`src/rtl/audio_sample_fifo.sv`:
```
// audio_sample_fifo
// Captures one left/right PCM pair per sample strobe into a small
// first-word-fall-through FIFO that the HDMI audio packetizer drains.
// Strobes that arrive while the FIFO is full (and nothing is leaving)
// are dropped. Each drop sets a sticky overflow flag and bumps a
// saturating drop counter.
//
// Handshake: the head pair is transferred at a rising edge where
// out_valid && out_ready are both high. out_valid depends only on
// registered occupancy, never on out_ready. Once out_valid is high, the
// head pair holds steady until it is popped.
module audio_sample_fifo #(
  parameter int WIDTH  = 16,
  parameter int ADDR_W = 3
) (
  input  logic              clk,
  input  logic              reset_n,
  input  logic              audio_stb,
  input  logic [WIDTH-1:0]  audio_l,
  input  logic [WIDTH-1:0]  audio_r,
  input  logic              mute,
  output logic              out_valid,
  input  logic              out_ready,
  output logic [WIDTH-1:0]  out_l,
  output logic [WIDTH-1:0]  out_r,
  output logic [ADDR_W:0]   level,
  output logic              overflow,
  output logic [7:0]        drop_count,
  input  logic              clear_ovf
);

  localparam int DEPTH = 1 << ADDR_W;

  // Storage and bookkeeping registers
  logic [2*WIDTH-1:0] r_mem [DEPTH];
  logic [ADDR_W-1:0]  r_wr_ptr;
  logic [ADDR_W-1:0]  r_rd_ptr;
  logic [ADDR_W:0]    r_level;
  logic               r_overflow;
  logic [7:0]         r_drop_count;

  // Decoded control
  logic               w_valid;
  logic               w_full;
  logic               w_pop;
  logic               w_push;
  logic               w_drop;
  logic [2*WIDTH-1:0] w_wr_data;
  logic [2*WIDTH-1:0] w_head;

  // The level never exceeds DEPTH, so its MSB set means exactly "full"
  assign w_valid   = (r_level != '0);
  assign w_full    = r_level[ADDR_W];
  assign w_pop     = w_valid & out_ready;
  // A pop in the same cycle frees the slot that a full FIFO needs
  assign w_push    = audio_stb & (~w_full | w_pop);
  assign w_drop    = audio_stb & w_full & ~w_pop;
  assign w_wr_data = mute ? '0 : {audio_l, audio_r};

  // Sample storage: memory is not reset because its contents are don't-care
  // until they are written.
  always_ff @(posedge clk) begin
    if (w_push) begin
      r_mem[r_wr_ptr] <= w_wr_data;
    end
  end

  // Write pointer wraps naturally modulo the depth
  always_ff @(posedge clk or negedge reset_n) begin
    if (!reset_n) begin
      r_wr_ptr <= '0;
    end else if (w_push) begin
      r_wr_ptr <= r_wr_ptr + 1'b1;
    end
  end

  // Read pointer advances on each completed handshake
  always_ff @(posedge clk or negedge reset_n) begin
    if (!reset_n) begin
      r_rd_ptr <= '0;
    end else if (w_pop) begin
      r_rd_ptr <= r_rd_ptr + 1'b1;
    end
  end

  // Occupancy: a push and a pop together leave it unchanged
  always_ff @(posedge clk or negedge reset_n) begin
    if (!reset_n) begin
      r_level <= '0;
    end else if (w_push && !w_pop) begin
      r_level <= r_level + 1'b1;
    end else if (w_pop && !w_push) begin
      r_level <= r_level - 1'b1;
    end
  end

  // Sticky overflow flag: a drop overrides a coincident clear
  always_ff @(posedge clk or negedge reset_n) begin
    if (!reset_n) begin
      r_overflow <= 1'b0;
    end else if (w_drop) begin
      r_overflow <= 1'b1;
    end else if (clear_ovf) begin
      r_overflow <= 1'b0;
    end
  end

  // Saturating drop counter. Clear with a coincident drop restarts at 1.
  always_ff @(posedge clk or negedge reset_n) begin
    if (!reset_n) begin
      r_drop_count <= '0;
    end else if (w_drop && clear_ovf) begin
      r_drop_count <= 8'd1;
    end else if (w_drop) begin
      if (r_drop_count != 8'hFF) begin
        r_drop_count <= r_drop_count + 8'd1;
      end
    end else if (clear_ovf) begin
      r_drop_count <= '0;
    end
  end

  // Fall-through head read, forced to zero while the FIFO is empty
  always_comb begin
    w_head = '0;
    if (w_valid) begin
      w_head = r_mem[r_rd_ptr];
    end
  end

  assign out_valid  = w_valid;
  assign out_l      = w_head[2*WIDTH-1:WIDTH];
  assign out_r      = w_head[WIDTH-1:0];
  assign level      = r_level;
  assign overflow   = r_overflow;
  assign drop_count = r_drop_count;

endmodule

```
`config.mk`:
```
export PLATFORM = sky130hd
export DESIGN_NAME = audio_sample_fifo
export DESIGN_NICKNAME = d
export VERILOG_FILES = /design/src/rtl/audio_sample_fifo.sv
export SDC_FILE = /design/constraint.sdc
export NUM_CORES = 1
export LEC_CHECK = 0
export CORE_ASPECT_RATIO = 0.8
export CORE_MARGIN = 10
export CORE_UTILIZATION = 50
export CTS_CLUSTER_SIZE = 20
export DETAILED_ROUTE_END_ITERATION = 8
export DONT_BUFFER_PORTS = 1
export SYNTH_ARGS = -nofsm -noshare
export SYNTH_HDL_FRONTEND = slang
export SYNTH_SLANG_ARGS = --single-unit
export TNS_END_PERCENT = 20
```
`constraint.sdc`:
```
create_clock -name clk -period 4.12 [get_ports clk]
set_clock_uncertainty 0.05 [all_clocks]
set_input_delay 0.206 -clock clk [delete_from_list [all_inputs] [get_ports clk]]
set_output_delay 0.206 -clock clk [all_outputs]
set_load 0.02 [all_outputs]
```
; After elaboration in Yosys (flattened, before gate mapping)
; Memory sizes are Yosys's and may differ from the RTL's.
; Index checks and enable logic that the tools add are counted.
[op_classes]
n_addsub = 5
multipliers = 0
div_mod_pow = 0
n_lt_le_gt_ge = 0
eq_ne = 2
shift = 0
muxes = 12
bitwise_logic = 7
n_reduce_logical = 10
[op_table]
columns = op, n
row1 = $mux 32, 2
row2 = $mux 8, 4
row3 = $add 8x1->8 const B, 1
row4 = $mux 4, 2
row5 = $ne 8x8->1 const B, 1
row6 = $add 3x1->3 const B, 2
row7 = $add 4x1->4 const B, 1
row8 = $and 1x1->1, 4
row9 = $mux 1, 4
row10 = $reduce_bool 2->1, 2
row11 = $reduce_bool 4->1, 1
row12 = $sub 4x1->4 const B, 1
row13 = $logic_and 1x1->1, 3
row14 = $ne 3x1->1 const B, 1
row15 = $reduce_bool 3->1, 1
row16 = $logic_not 1->1, 2
row17 = $not 1->1, 2
row18 = $reduce_and 2->1, 1
row19 = $or 1x1->1, 1
[totals]
ff_bits = 19
latch_bits = 0
ram_bits = 256
romBits = 0
in_bits = 38
elab_cells = 42
mem_count = 1
[memory_table]
columns = name, words, word_bits, read_ports, rd_clocked_by_memory_dff, write_ports, line
row1 = r_mem, 8, 32, 1, 0, 1, 35  ; logic [2*WIDTH-1:0] r_mem [DEPTH];

; Logic depth before layout (Yosys ltp)
; Gate-level depths: netlist of run 1.
[logic_depth]
ltp_word = 8
ltp_mapped = 10
mapped_depth_nobuf = 10

; Worst setup path before layout of run 1
; Ideal clock, no wire load.
[synth_timing]
kind = register to register
startpoint = register r_level[3], in the netlist level[3]
endpoint = memory r_mem[0][0] (netlist bit) (enable)
arrival_ns = 3.110
required_time_ns = 3.609
setup_slack_ns = 0.499
path_stages_with_launch = 6
period_less_slack_ns = 3.621
path_cell_list = dfrtp_1 nand2b_1 nand2_1 inv_1 nand2b_1 nor3_1
[synth_via]
elab_chain_cells = 6
[synth_rtl]
columns = item, line
row1 = "start, declared", 38  ; logic [ADDR_W:0] r_level;
row2 = "start signal, assigned", 91  ; r_level <= r_level + 1'b1;
row3 = "start signal, assigned", 93  ; r_level <= r_level - 1'b1;
row4 = $reduce_bool 4->1, 52  ; assign w_valid = (r_level != '0);
row5 = $and 1x1->1, 54  ; assign w_pop = w_valid & out_ready;
row6 = $or 1x1->1 *, 56  ; assign w_push = audio_stb & (~w_full | w_pop);
row7 = $and 1x1->1 *, 56
row8 = via w_push, 46  ; logic w_push;
row9 = $mux 1 *, 63  ; if (w_push) begin
row10 = $mux 1 (implied by the code) *, 64  ; r_mem[r_wr_ptr] <= w_wr_data;
row11 = "end, declared", 35
; Mark *: on every way through the listed nets, which the timed path passes. The rest lies on a longest branch.

; Final worst setup path of run 1
[layout_timing]
startpoint = register r_level[0], in the netlist level[0]
endpoint = output port out_r[10]
[layout_via]
elab_chain_cells = 2
[layout_rtl]
columns = item, line
row1 = $reduce_bool 4->1, 52
row2 = via out_valid, 22  ; output logic out_valid,
row3 = $mux 32, 126  ; if (w_valid) begin
row4 = "end, declared", 25  ; output logic [WIDTH-1:0] out_r,
; The timed path passes the listed nets, and every way through them passes these cells.

==> reports/results.tsv, run 1 <==
stage	metric	value	unit
global_routing	vias in the first global route	5397	
layout	Antenna Cells	0	
floorplanning	# rows	48	
sta	final worst path period share	73.0	%
clock_network	post_cts resized	0	
outcome	status	finished, final reports clean	
sta	Max Freq	0.332	GHz
critical_path	crit path from	level[0]	
power_and_ir_drop	combinational share of power	29.0	%
placed_design	dpl hpwl	12.2	mm
critical_path	reg2reg start	level[1]	
route	via count	5043	
placed_design	input/output buffers	0	
power_and_ir_drop	IR drop worst, VDD	0.580	mV
clock_network	Max clock buf depth	3	
route	drt total wl	21.6	mm
route	initial DRC count	346	
critical_path	Worst setup SP type	flop	
global_routing	grt total ovfl	0	
floorplanning	Die ar.	28000	um^2
layout	share of cells above drive strength 1	22.6	%
clock_network	# clock sinks	275	
clock_network	clock buffer count from CTS	27	
power_and_ir_drop	P_int	5.87	mW
sta	Max transition margin	25.1	%
clock_network	Clock Latency Late Sink	520	ps
sta	Slew @ Worst Pin	1120	ps
yosys	Synth cell types	36	
sta	Setup WS post-layout	1110	ps
clock_network	CTS tree	yes	
placed_design	Placer Congestion	0.741	
global_routing	first-pass GRT wire length	33.0	mm
route	drt via density	5.97	
layout	FILL cells	1566	
floorplanning	core area	21400	um^2
yosys	mapped cell area	10800	um^2
yosys	register area share after synthesis	75.4	%
floorplanning	die width	185	um
sta	final hold vios	0	
yosys	area share of the largest cell type after synthesis	71.0	%
placed_design	Placed Cells	778	
job	maxcap violations	0	
power_and_ir_drop	Leak	3.98	nW
layout	Storage cell area	8170	um^2
power_and_ir_drop	Cell Pwr Density	706	nW/um^2
route	# DRC	0	
placed_design	pre-CTS WS	1460	ps
yosys	Mapped Nets	564	
critical_path	WP data required	3860	ps
route	Final ANT Viol Nets	0	
yosys	largest cells by area after synthesis	edfxtp_1 (71%), mux4_2 (13%), dfrtp_1 (4.4%)	
layout	Post-layout nets	595	
route	Pre-Repair DR Iteration Count	4	
critical_path	crit-path max FO	32	
yosys	cell taking the most area after synthesis	edfxtp_1	
critical_path	critical path class	flop to primary output	
sta	count of final setup violators	0	
sta	max-slew violations	0	
global_routing	initial antenna violation count	1	
yosys	count of yosys warnings during synthesis	0	
floorplanning	Starting Density	50.5	%
route	Routed WL per cell	25.5	um
yosys	Mapped Cells	519	
sta	RSZ-0062 raised after global routing	false	
floorplanning	Top-Level Pins	84	
clock_network	Clock transition at path regs	60	ps
global_routing	largest net degree at the start of global routing	56	
layout	final core utilization	56.9	%
yosys	syn avg cell area	20.9	um^2
min_path	Hold Startpoint	audio_l[14]	
floorplanning	die height	152	um
layout	combined area of the multi-input logic cells	2540	um^2
power_and_ir_drop	sw frac	32.0	%
yosys	synthesis-stage register bit count	275	
critical_path	Worst Path Arrival	2750	ps
clock_network	CTS root buf	clkbuf_16	
layout	Synth-to-Final Area Change	12.7	%
sta	fin crit period	3010	ps
sta	Fin Setup TNS	0	ps
critical_path	Critical Path Sink Type	primary output	
power_and_ir_drop	clock share of power	27.5	%
power_and_ir_drop	P_sw	2.75	mW
power_and_ir_drop	sequential power share	43.5	%
min_path	Worst Hold Class	primary input to flop	
clock_network	H-tree levels	1	
global_routing	GRT Overall Usage	15.7	%
layout	final cell count without fillers	845	
[power by group through the flow]
stage               logic (mW)  clock network [mW]  registers [mW]
global placement          2.51                   0            3.80
CTS                       2.57                2.42            3.77
floorplan                 2.14                   0            3.64
global route              2.69                2.54            3.81
detailed placement        2.53                   0            3.82
finish                    2.50                2.37            3.75
[repair_timing]
action,in CTS,in global routing
buffers inserted,0,0
endpoints found under the setup margin,0,0
hold buffers,17,1
hold endpoints to repair,290,8
[routing by layer]
metal  part of all wire, %  GRT usage (%)
met1                    45           21.7
met3                   5.1           3.57
met5                 0.060              0
met2                    48           25.0
met4                   1.5           3.39
[cells in the final DEF, fill, tap and decap left out, types with 2 or more instances in the layout]
| cell type | count |
|---|---|
| nor2_1 | 7 |
| nor3_1 | 2 |
| inv_1 | 4 |
| buf_4 | 10 |
| dfrtp_1 | 17 |
| nor3_2 | 2 |
| mux4_2 | 64 |
| nand2_1 | 17 |
| bufinv_16 | 3 |
| a21oi_1 | 4 |
| clkinv_2 | 5 |
| clkbuf_16 | 27 |
| nor4_1 | 2 |
| xnor2_1 | 6 |
| buf_12 | 2 |
| edfxtp_1 | 256 |
| ha_1 | 6 |
| dlygate4sd3_1 | 17 |
| a22o_1 | 32 |
| nor2_4 | 6 |
| clkinv_1 | 6 |
| nor2b_1 | 32 |
| mux2_2 | 2 |
| nand3_1 | 4 |
| clkbuf_1 | 6 |
| nand2b_1 | 4 |
| nand3b_1 | 2 |
| o21ai_0 | 3 |
| a211oi_1 | 2 |
| mux2i_1 | 3 |
[state kept, by name, indices dropped and copies added (netlist names)]
| register | count |
|---|---|
| r_mem | 256 |
| drop_count | 8 |
| r_rd_ptr | 3 |
| level | 4 |
| overflow | 1 |
| r_wr_ptr | 3 |
[cells in the mapped netlist, drive strengths merged]
master	count
nand3	4
and3	1
mux2	2
nand3b	2
inv	4
dfrtp	19
a31oi	1
a22o	32
mux2i	3
a21oi	4
clkbuf	8
nor2	13
fa	1
o21ai	3
and3b	1
mux4	64
nor3	4
a211oi	2
nor4	2
o41ai	1
or4b	1
edfxtp	256
nand2	17
ha	6
buf	19
o21bai	1
xnor2	6
o2111a	1
o311ai	1
and2	1
nor2b	33
or4	1
nand2b	4
nand4	1
[cells by family after synthesis]
family / share of synthesized area (%)
compound gates: 3.44
xor+xnor: 0.485
fa+ha+maj: 0.878
buf+inv: 1.78
flops: 75.4
mux: 13.8
simple gates: 4.27
[critical path: stages, from the launching register on]
cell	delay [ps]
dfrtp_1	570
or4_4	270
nor2b_4	920
a22o_1	450
[stage by stage]
stage	hold slack [ps]	power (mW)	instance area, um^2
after floorplan	-140	5.78	10800
after global placement	-139	6.32	11200
after detailed placement	-139	6.35	11200
after CTS	0.807	8.75	12200
after global routing	9.92	9.04	12200
final	19.2	8.62	12200
[worst paths after layout]
check	to	slack [ps]	cells past startpoint
max	out_r[10]	1110	3
min in group asynchronous	drop_count[1]	190	1
max reg2reg	level[3]	1470	9
max in group asynchronous	r_rd_ptr[0]	3200	1
min	r_mem[7][30]	20	1
min reg2reg	r_wr_ptr[0]	490	2
[layout make-up]
| cell class | instances | share of cell area, % |
|---|---|---|
| Clock buffer | 33 | 5.72 |
| Timing Repair Buffer | 29 | 2.34 |
| Inverter | 4 | 0.123 |
| Clock inverter | 16 | 1.26 |
| Tap cell | 275 | 2.82 |
| Sequential cell | 275 | 66.9 |
| Multi-Input combinational cell | 213 | 20.8 |
Note: power is estimated with default switching activity, not from simulation.
==> run 2, diff against run 1 <==
--- a/config.mk
+++ b/config.mk
@@ -5,12 +5,14 @@
 export SDC_FILE = /design/constraint.sdc
 export NUM_CORES = 1
 export LEC_CHECK = 0
+export ABC_AREA = 1
 export CORE_ASPECT_RATIO = 0.8
 export CORE_MARGIN = 10
 export CORE_UTILIZATION = 50
 export CTS_CLUSTER_SIZE = 20
 export DETAILED_ROUTE_END_ITERATION = 8
 export DONT_BUFFER_PORTS = 1
+export PLACE_DENSITY = 0.68
 export SYNTH_ARGS = -nofsm -noshare
 export SYNTH_HDL_FRONTEND = slang
 export SYNTH_SLANG_ARGS = --single-unit
==> constraint.sdc (replaced) <==
create_clock -name clk -period 2.7 [get_ports clk]
set_clock_uncertainty 0.05 [all_clocks]
set_input_delay 0.135 -clock clk [delete_from_list [all_inputs] [get_ports clk]]
set_output_delay 0.135 -clock clk [all_outputs]
set_load 0.02 [all_outputs]
==> reports/results.tsv, run 2 <==
stage	metric	value	unit
clock_network	Clock transition at path regs	60	ps
power_and_ir_drop	sequential power share	37.6	%
clock_network	Max clock buf depth	3	
clock_network	Post-CTS Setup Bufs	0	
sta	fin crit period	2530	ps
yosys	count of yosys warnings during synthesis	0	
power_and_ir_drop	IR drop worst, VDD	0.950	mV
floorplanning	Starting Density	50.9	%
global_routing	first-pass GRT wire length	39.6	mm
floorplanning	die height	155	um
sta	final worst path period share	93.8	%
global_routing	grt total ovfl	0	
sta	RSZ-0062 raised after global routing	false	
floorplanning	# rows	49	
power_and_ir_drop	P_sw	5.55	mW
outcome	status	finished, final reports clean	
placed_design	Placer Congestion	0.840	
critical_path	WP data required	2520	ps
yosys	mapped cell area	11400	um^2
floorplanning	Top-Level Pins	84	
yosys	register area share after synthesis	71.3	%
floorplanning	die width	189	um
route	drt via density	5.40	
floorplanning	Die ar.	29400	um^2
critical_path	Worst setup SP type	flop	
yosys	largest cells by area after synthesis	edfxtp_1 (67%), nor2_1 (9.2%), o21ai_0 (5.7%)	
power_and_ir_drop	Cell Pwr Density	1120	nW/um^2
yosys	synthesis-stage register bit count	275	
yosys	Post-synth EDFFs	256	
sta	count of final setup violators	0	
min_path	Worst Hold Class	primary input to flop	
yosys	fraction of registers with async set/reset	6.91	%
yosys	ys flop type	edfxtp_1	
sta	Fin Setup TNS	0	ps
yosys	Post-synth top cells	nor2_1 (279), edfxtp_1 (256), o21ai_0 (131), nand2_1 (87), inv_1 (47)	
yosys	count leader, synth	nor2_1	
layout	fin area	13300	um^2
power_and_ir_drop	sw frac	37.4	%
placed_design	pre-CTS WS	504	ps
route	drt total wl	25.3	mm
power_and_ir_drop	Leak	4.84	nW
floorplanning	core area	22500	um^2
route	Routed WL per cell	18.6	um
yosys	Mapped Nets	1021	
critical_path	crit-path max FO	33	
layout	max reg flops	256	
clock_network	Clock Latency Late Sink	520	ps
global_routing	largest net degree at the start of global routing	130	
power_and_ir_drop	Tot Pwr	14.9	mW
sta	hold slack	117	ps
placed_design	Placement Cell Area	12100	um^2
route	via count	7370	
layout	share of cells above drive strength 1	10.3	%
sta	Max transition margin	40.2	%
layout	Largest Register	r_mem	
route	initial DRC count	637	
power_and_ir_drop	clock share of power	23.2	%
clock_network	H-tree levels	1	
sta	Max Freq	0.395	GHz
route	Pre-Repair DR Iteration Count	6	
sta	max-slew violations	0	
layout	Post-layout nets	1087	
clock_network	CTS tree	yes	
power_and_ir_drop	P_int	9.31	mW
power_and_ir_drop	combinational share of power	39.1	%
clock_network	CTS root buf	clkbuf_16	
sta	final hold vios	0	
yosys	cell taking the most area after synthesis	edfxtp_1	
yosys	syn avg cell area	11.7	um^2
clock_network	clock buffer count from CTS	27	
yosys	area share of the largest cell type after synthesis	67.2	%
layout	final cell count without fillers	1364	
critical_path	Worst Path Arrival	2350	ps
yosys	Mapped Cells	976	
global_routing	initial antenna violation count	0	
placed_design	Placed Cells	1282	
layout	final core utilization	59.1	%
critical_path	Critical Path Sink Type	primary output	
placed_design	dpl hpwl	13.5	mm
sta	Setup WS post-layout	166	ps
layout	Synth-to-Final Area Change	16.2	%
critical_path	critical path class	flop to primary output	
placed_design	input/output buffers	0	
job	maxcap violations	0	
route	Final ANT Viol Nets	0	
global_routing	GRT Overall Usage	16.8	%
yosys	Synth cell types	29	
clock_network	# clock sinks	275	
layout	most frequent cells in the layout	nor2_1 (271), edfxtp_1 (256), o21ai_0 (131)	
global_routing	vias in the first global route	7164	
layout	most common cell after layout, fill and taps aside	nor2_1	
route	# DRC	0	
sta	Slew @ Worst Pin	894	ps
layout	Antenna Cells	0	
run 2: kinds of logic (layout without fill, tap and decap cells):
logic type,after synthesis,in the layout,share of synthesized area [%]
buffers and inverters,104,186,4.49
AOI/OAI and AO/OA,200,200,9.83
adders and majority gates,7,7,0.831
and+or+nand+nor,382,382,12.9
DFF,275,275,71.3
xor gates and xnor gates,8,8,0.612
run 2: what timing repair did:
item                                   in CTS  in global routing
hold buffers                               37                  0
resized for setup                           0                  1
setup endpoints to repair                   0                  1
endpoints found under the hold margin     290                  0
run 2: layout make-up:
class | count | area (um^2)
Multi-Input combinational cell | 597 | 2830
Fill cell | 1778 | 9200
Timing Repair Buffer | 91 | 927
Clock buffer | 37 | 713
Inverter | 50 | 189
Clock inverter | 8 | 91.3
Tap cell | 306 | 383
Sequential cell | 275 | 8170
run 2: worst paths after layout:
path | start | end | slack (ps) | cells after the start
max reg2reg | level[1] | level[3] | 440 | 11
max | level[1] | out_l[5] | 170 | 6
min reg2reg | r_wr_ptr[0] | r_wr_ptr[0] | 500 | 2
min in group asynchronous | reset_n | r_rd_ptr[1] | 140 | 1
max in group asynchronous | reset_n | r_rd_ptr[0] | 1810 | 1
min | mute | r_mem[2][9] | 120 | 2
run 2: worst max-delay path, stage by stage (launching register included):
cell and delay (ps):
dfrtp_1 570, nor2_1 130, nand2_2 110, buf_4 480, nand2_1 120, nor2_1 200
buf_4 180
run 2: layer usage:
metal	share of wire, %	wire length (um)	GRT usage [%]
met2	49	12300	28.0
met5	0	0	0
met1	44	11200	22.4
met3	5.8	1470	2.68
met4	1.6	394	4.53
run 2: power groups by stage:
| stage | Clock [mW] | Sequential, mW | Combinational [mW] |
|---|---|---|---|
| 6_report | 3.45 | 5.59 | 5.82 |
| 5_1_grt | 3.71 | 5.64 | 6.43 |
| 4_1_cts | 3.52 | 5.59 | 5.88 |
| 3_5_place_dp | 0 | 5.68 | 5.78 |
| 3_3_place_gp | 0 | 5.66 | 5.68 |
| 2_1_floorplan | 0 | 5.59 | 3.85 |
==> run 3, diff against run 2 <==
--- a/config.mk
+++ b/config.mk
@@ -12,7 +12,6 @@
 export CTS_CLUSTER_SIZE = 20
 export DETAILED_ROUTE_END_ITERATION = 8
 export DONT_BUFFER_PORTS = 1
-export PLACE_DENSITY = 0.68
 export SYNTH_ARGS = -nofsm -noshare
 export SYNTH_HDL_FRONTEND = slang
 export SYNTH_SLANG_ARGS = --single-unit
==> constraint.sdc (replaced) <==
create_clock -name clk -period 2.9 [get_ports clk]
set_clock_uncertainty 0.05 [all_clocks]
set_input_delay 0.145 -clock clk [delete_from_list [all_inputs] [get_ports clk]]
set_output_delay 0.145 -clock clk [all_outputs]
set_load 0.02 [all_outputs]
==> reports/results.tsv, run 3 (synthesis results as in run 2) <==
stage	metric	value	unit
outcome	status	finished, final reports clean	
min_path	Worst Hold Class	primary input to flop	
global_routing	largest net degree at the start of global routing	130	
route	via count	7245	
layout	max reg flops	256	
layout	Antenna Cells	0	
clock_network	post_cts resized	0	
power_and_ir_drop	P_sw	5.20	mW
clock_network	Clock transition at path regs	60	ps
layout	most frequent cells in the layout	nor2_1 (271), edfxtp_1 (256), o21ai_0 (131)	
power_and_ir_drop	combinational share of power	36.6	%
power_and_ir_drop	Cell Pwr Density	1040	nW/um^2
critical_path	Slowest cell on crit path	dlygate4sd3_1	
global_routing	initial antenna violation count	0	
critical_path	WP data required	3270	ps
floorplanning	Starting Density	50.9	%
clock_network	CTS root buf	clkbuf_16	
critical_path	Worst setup SP type	flop	
placed_design	input/output buffers	0	
layout	share of cells above drive strength 1	8.93	%
job	maxcap violations	0	
global_routing	GRT Overall Usage	17.3	%
floorplanning	Die ar.	29400	um^2
critical_path	worst-path cell chain	nand2_1, nand2_1, dlygate4sd3_1, inv_1, ha_1, inv_1, ha_1, and3_1, o21bai_1, nand2_1, nand2_1, nand2_1	
sta	Max Freq	0.372	GHz
placed_design	pre-CTS WS	770	ps
critical_path	most used cell, CP	nand2_1	
sta	Slew @ Worst Pin	973	ps
clock_network	clock buffer count from CTS	28	
critical_path	Critical Path Sink Type	flop	
route	Pre-Repair DR Iteration Count	6	
floorplanning	core area	22500	um^2
power_and_ir_drop	clock share of power	25.6	%
floorplanning	die width	189	um
layout	Largest Register	r_mem	
route	# DRC	0	
placed_design	dpl hpwl	14.7	mm
power_and_ir_drop	IR drop worst, VDD	0.708	mV
sta	Setup WS post-layout	211	ps
power_and_ir_drop	sequential power share	37.8	%
global_routing	grt total ovfl	0	
sta	final worst path period share	92.7	%
critical_path	crit-path max FO	6	
clock_network	Max clock buf depth	3	
layout	Synth-to-Final Area Change	15.0	%
floorplanning	# rows	49	
sta	final hold vios	0	
layout	Post-layout nets	1067	
clock_network	CTS tree	yes	
route	drt total wl	25.8	mm
power_and_ir_drop	P_int	8.50	mW
sta	max-slew violations	0	
sta	RSZ-0062 raised after global routing	false	
route	Final ANT Viol Nets	0	
clock_network	H-tree levels	1	
placed_design	Placer Congestion	0.778	
floorplanning	die height	155	um
layout	most common cell after layout, fill and taps aside	nor2_1	
clock_network	Clock Latency Late Sink	520	ps
critical_path	critical path class	flop to flop	
power_and_ir_drop	sw frac	38.0	%
sta	Max transition margin	34.9	%
critical_path	Worst path max stage delay	580	ps
global_routing	first-pass GRT wire length	40.8	mm
sta	count of final setup violators	0	
clock_network	Post-CTS Setup Bufs	0	
route	Routed WL per cell	19.2	um
sta	fin crit period	2690	ps
route	initial DRC count	618	
critical_path	Worst Path Arrival	3060	ps
power_and_ir_drop	Leak	4.78	nW
global_routing	vias in the first global route	6910	
critical_path	number of buffer and inverter stages on the critical path	3	
clock_network	# clock sinks	275	
critical_path	family with the most delay on the worst path	buffers and inverters	
route	drt via density	5.38	
power_and_ir_drop	Tot Pwr	13.7	mW
sta	Fin Setup TNS	0	ps
floorplanning	Top-Level Pins	84	
## run 3: cell count changes in the layout (fill, tap and decap cells not counted), sizes merged
cell | previous run | this run
buf | 55 | 33
bufinv | 2 | 3
clkbuf | 37 | 32
clkinv | 7 | 15
dlygate4sd3 | 36 | 37
## run 3: layer usage
layer | global-route usage (%) | vias up | share of wire [%]
met4 | 3.13 | 0 | 1.4
met3 | 3.02 | 27 | 6.4
li1 | - | 3492 | -
met2 | 25.0 | 226 | 43
met5 | 0 | - | 0
met1 | 26.8 | 3500 | 49
## run 3: area by class of cell
| cell class | count | area [um^2] |
|---|---|---|
| fill | 1860 | 9340 |
| clock buffer | 32 | 737 |
| sequential | 275 | 8170 |
| inverter | 50 | 189 |
| multi-input combinational | 597 | 2830 |
| timing repair buffer | 70 | 706 |
| tap | 306 | 383 |
| clock inverter | 17 | 151 |
## run 3: power groups by stage
stage / clock network (mW) / registers [mW] / logic (mW)
final: 3.50 / 5.18 / 5.02
after global routing: 3.72 / 5.23 / 5.59
after CTS: 3.56 / 5.18 / 5.11
after detailed placement: 0 / 5.26 / 5.03
after global placement: 0 / 5.26 / 4.99
after floorplan: 0 / 5.20 / 3.58
## run 3: final timing paths
check / startpoint / endpoint / slack (ps) / cells after the start
setup / recovery: level[3] / level[3] / 210 / 12
hold / removal: out_ready / r_wr_ptr[0] / 60 / 5
setup reg to reg: level[3] / level[3] / 210 / 12
hold reg to reg: r_wr_ptr[0] / r_wr_ptr[0] / 520 / 2
max in group asynchronous: reset_n / r_rd_ptr[0] / 1920 / 1
min in group asynchronous: reset_n / drop_count[6] / 170 / 1
## run 3: per-stage QoR
| step | hold WS (ps) | util, % | area [um^2] | cells |
|---|---|---|---|---|
| 2_1_floorplan | -201 | - | 11400 | 976 |
| 3_3_place_gp | -200 | 52.8 | 11900 | 1260 |
| 3_5_place_dp | -200 | 52.8 | 11900 | 1260 |
| 4_1_cts | 33.5 | 58.5 | 13200 | 1347 |
| 5_1_grt | 130 | 58.5 | 13200 | 1347 |
| 6_report | 62.9 | 58.5 | 13200 | 1347 |
## run 3: worst min-delay path, stage by stage
cell and delay, ps:
inv_1 30, nand2_1 40, nand2_1 60, or2_2 240, nand2_1 80
## run 3: timing repair
action,in CTS,in global routing
hold buffers,38,0
hold endpoints to repair,290,0
setup endpoints to repair,0,0
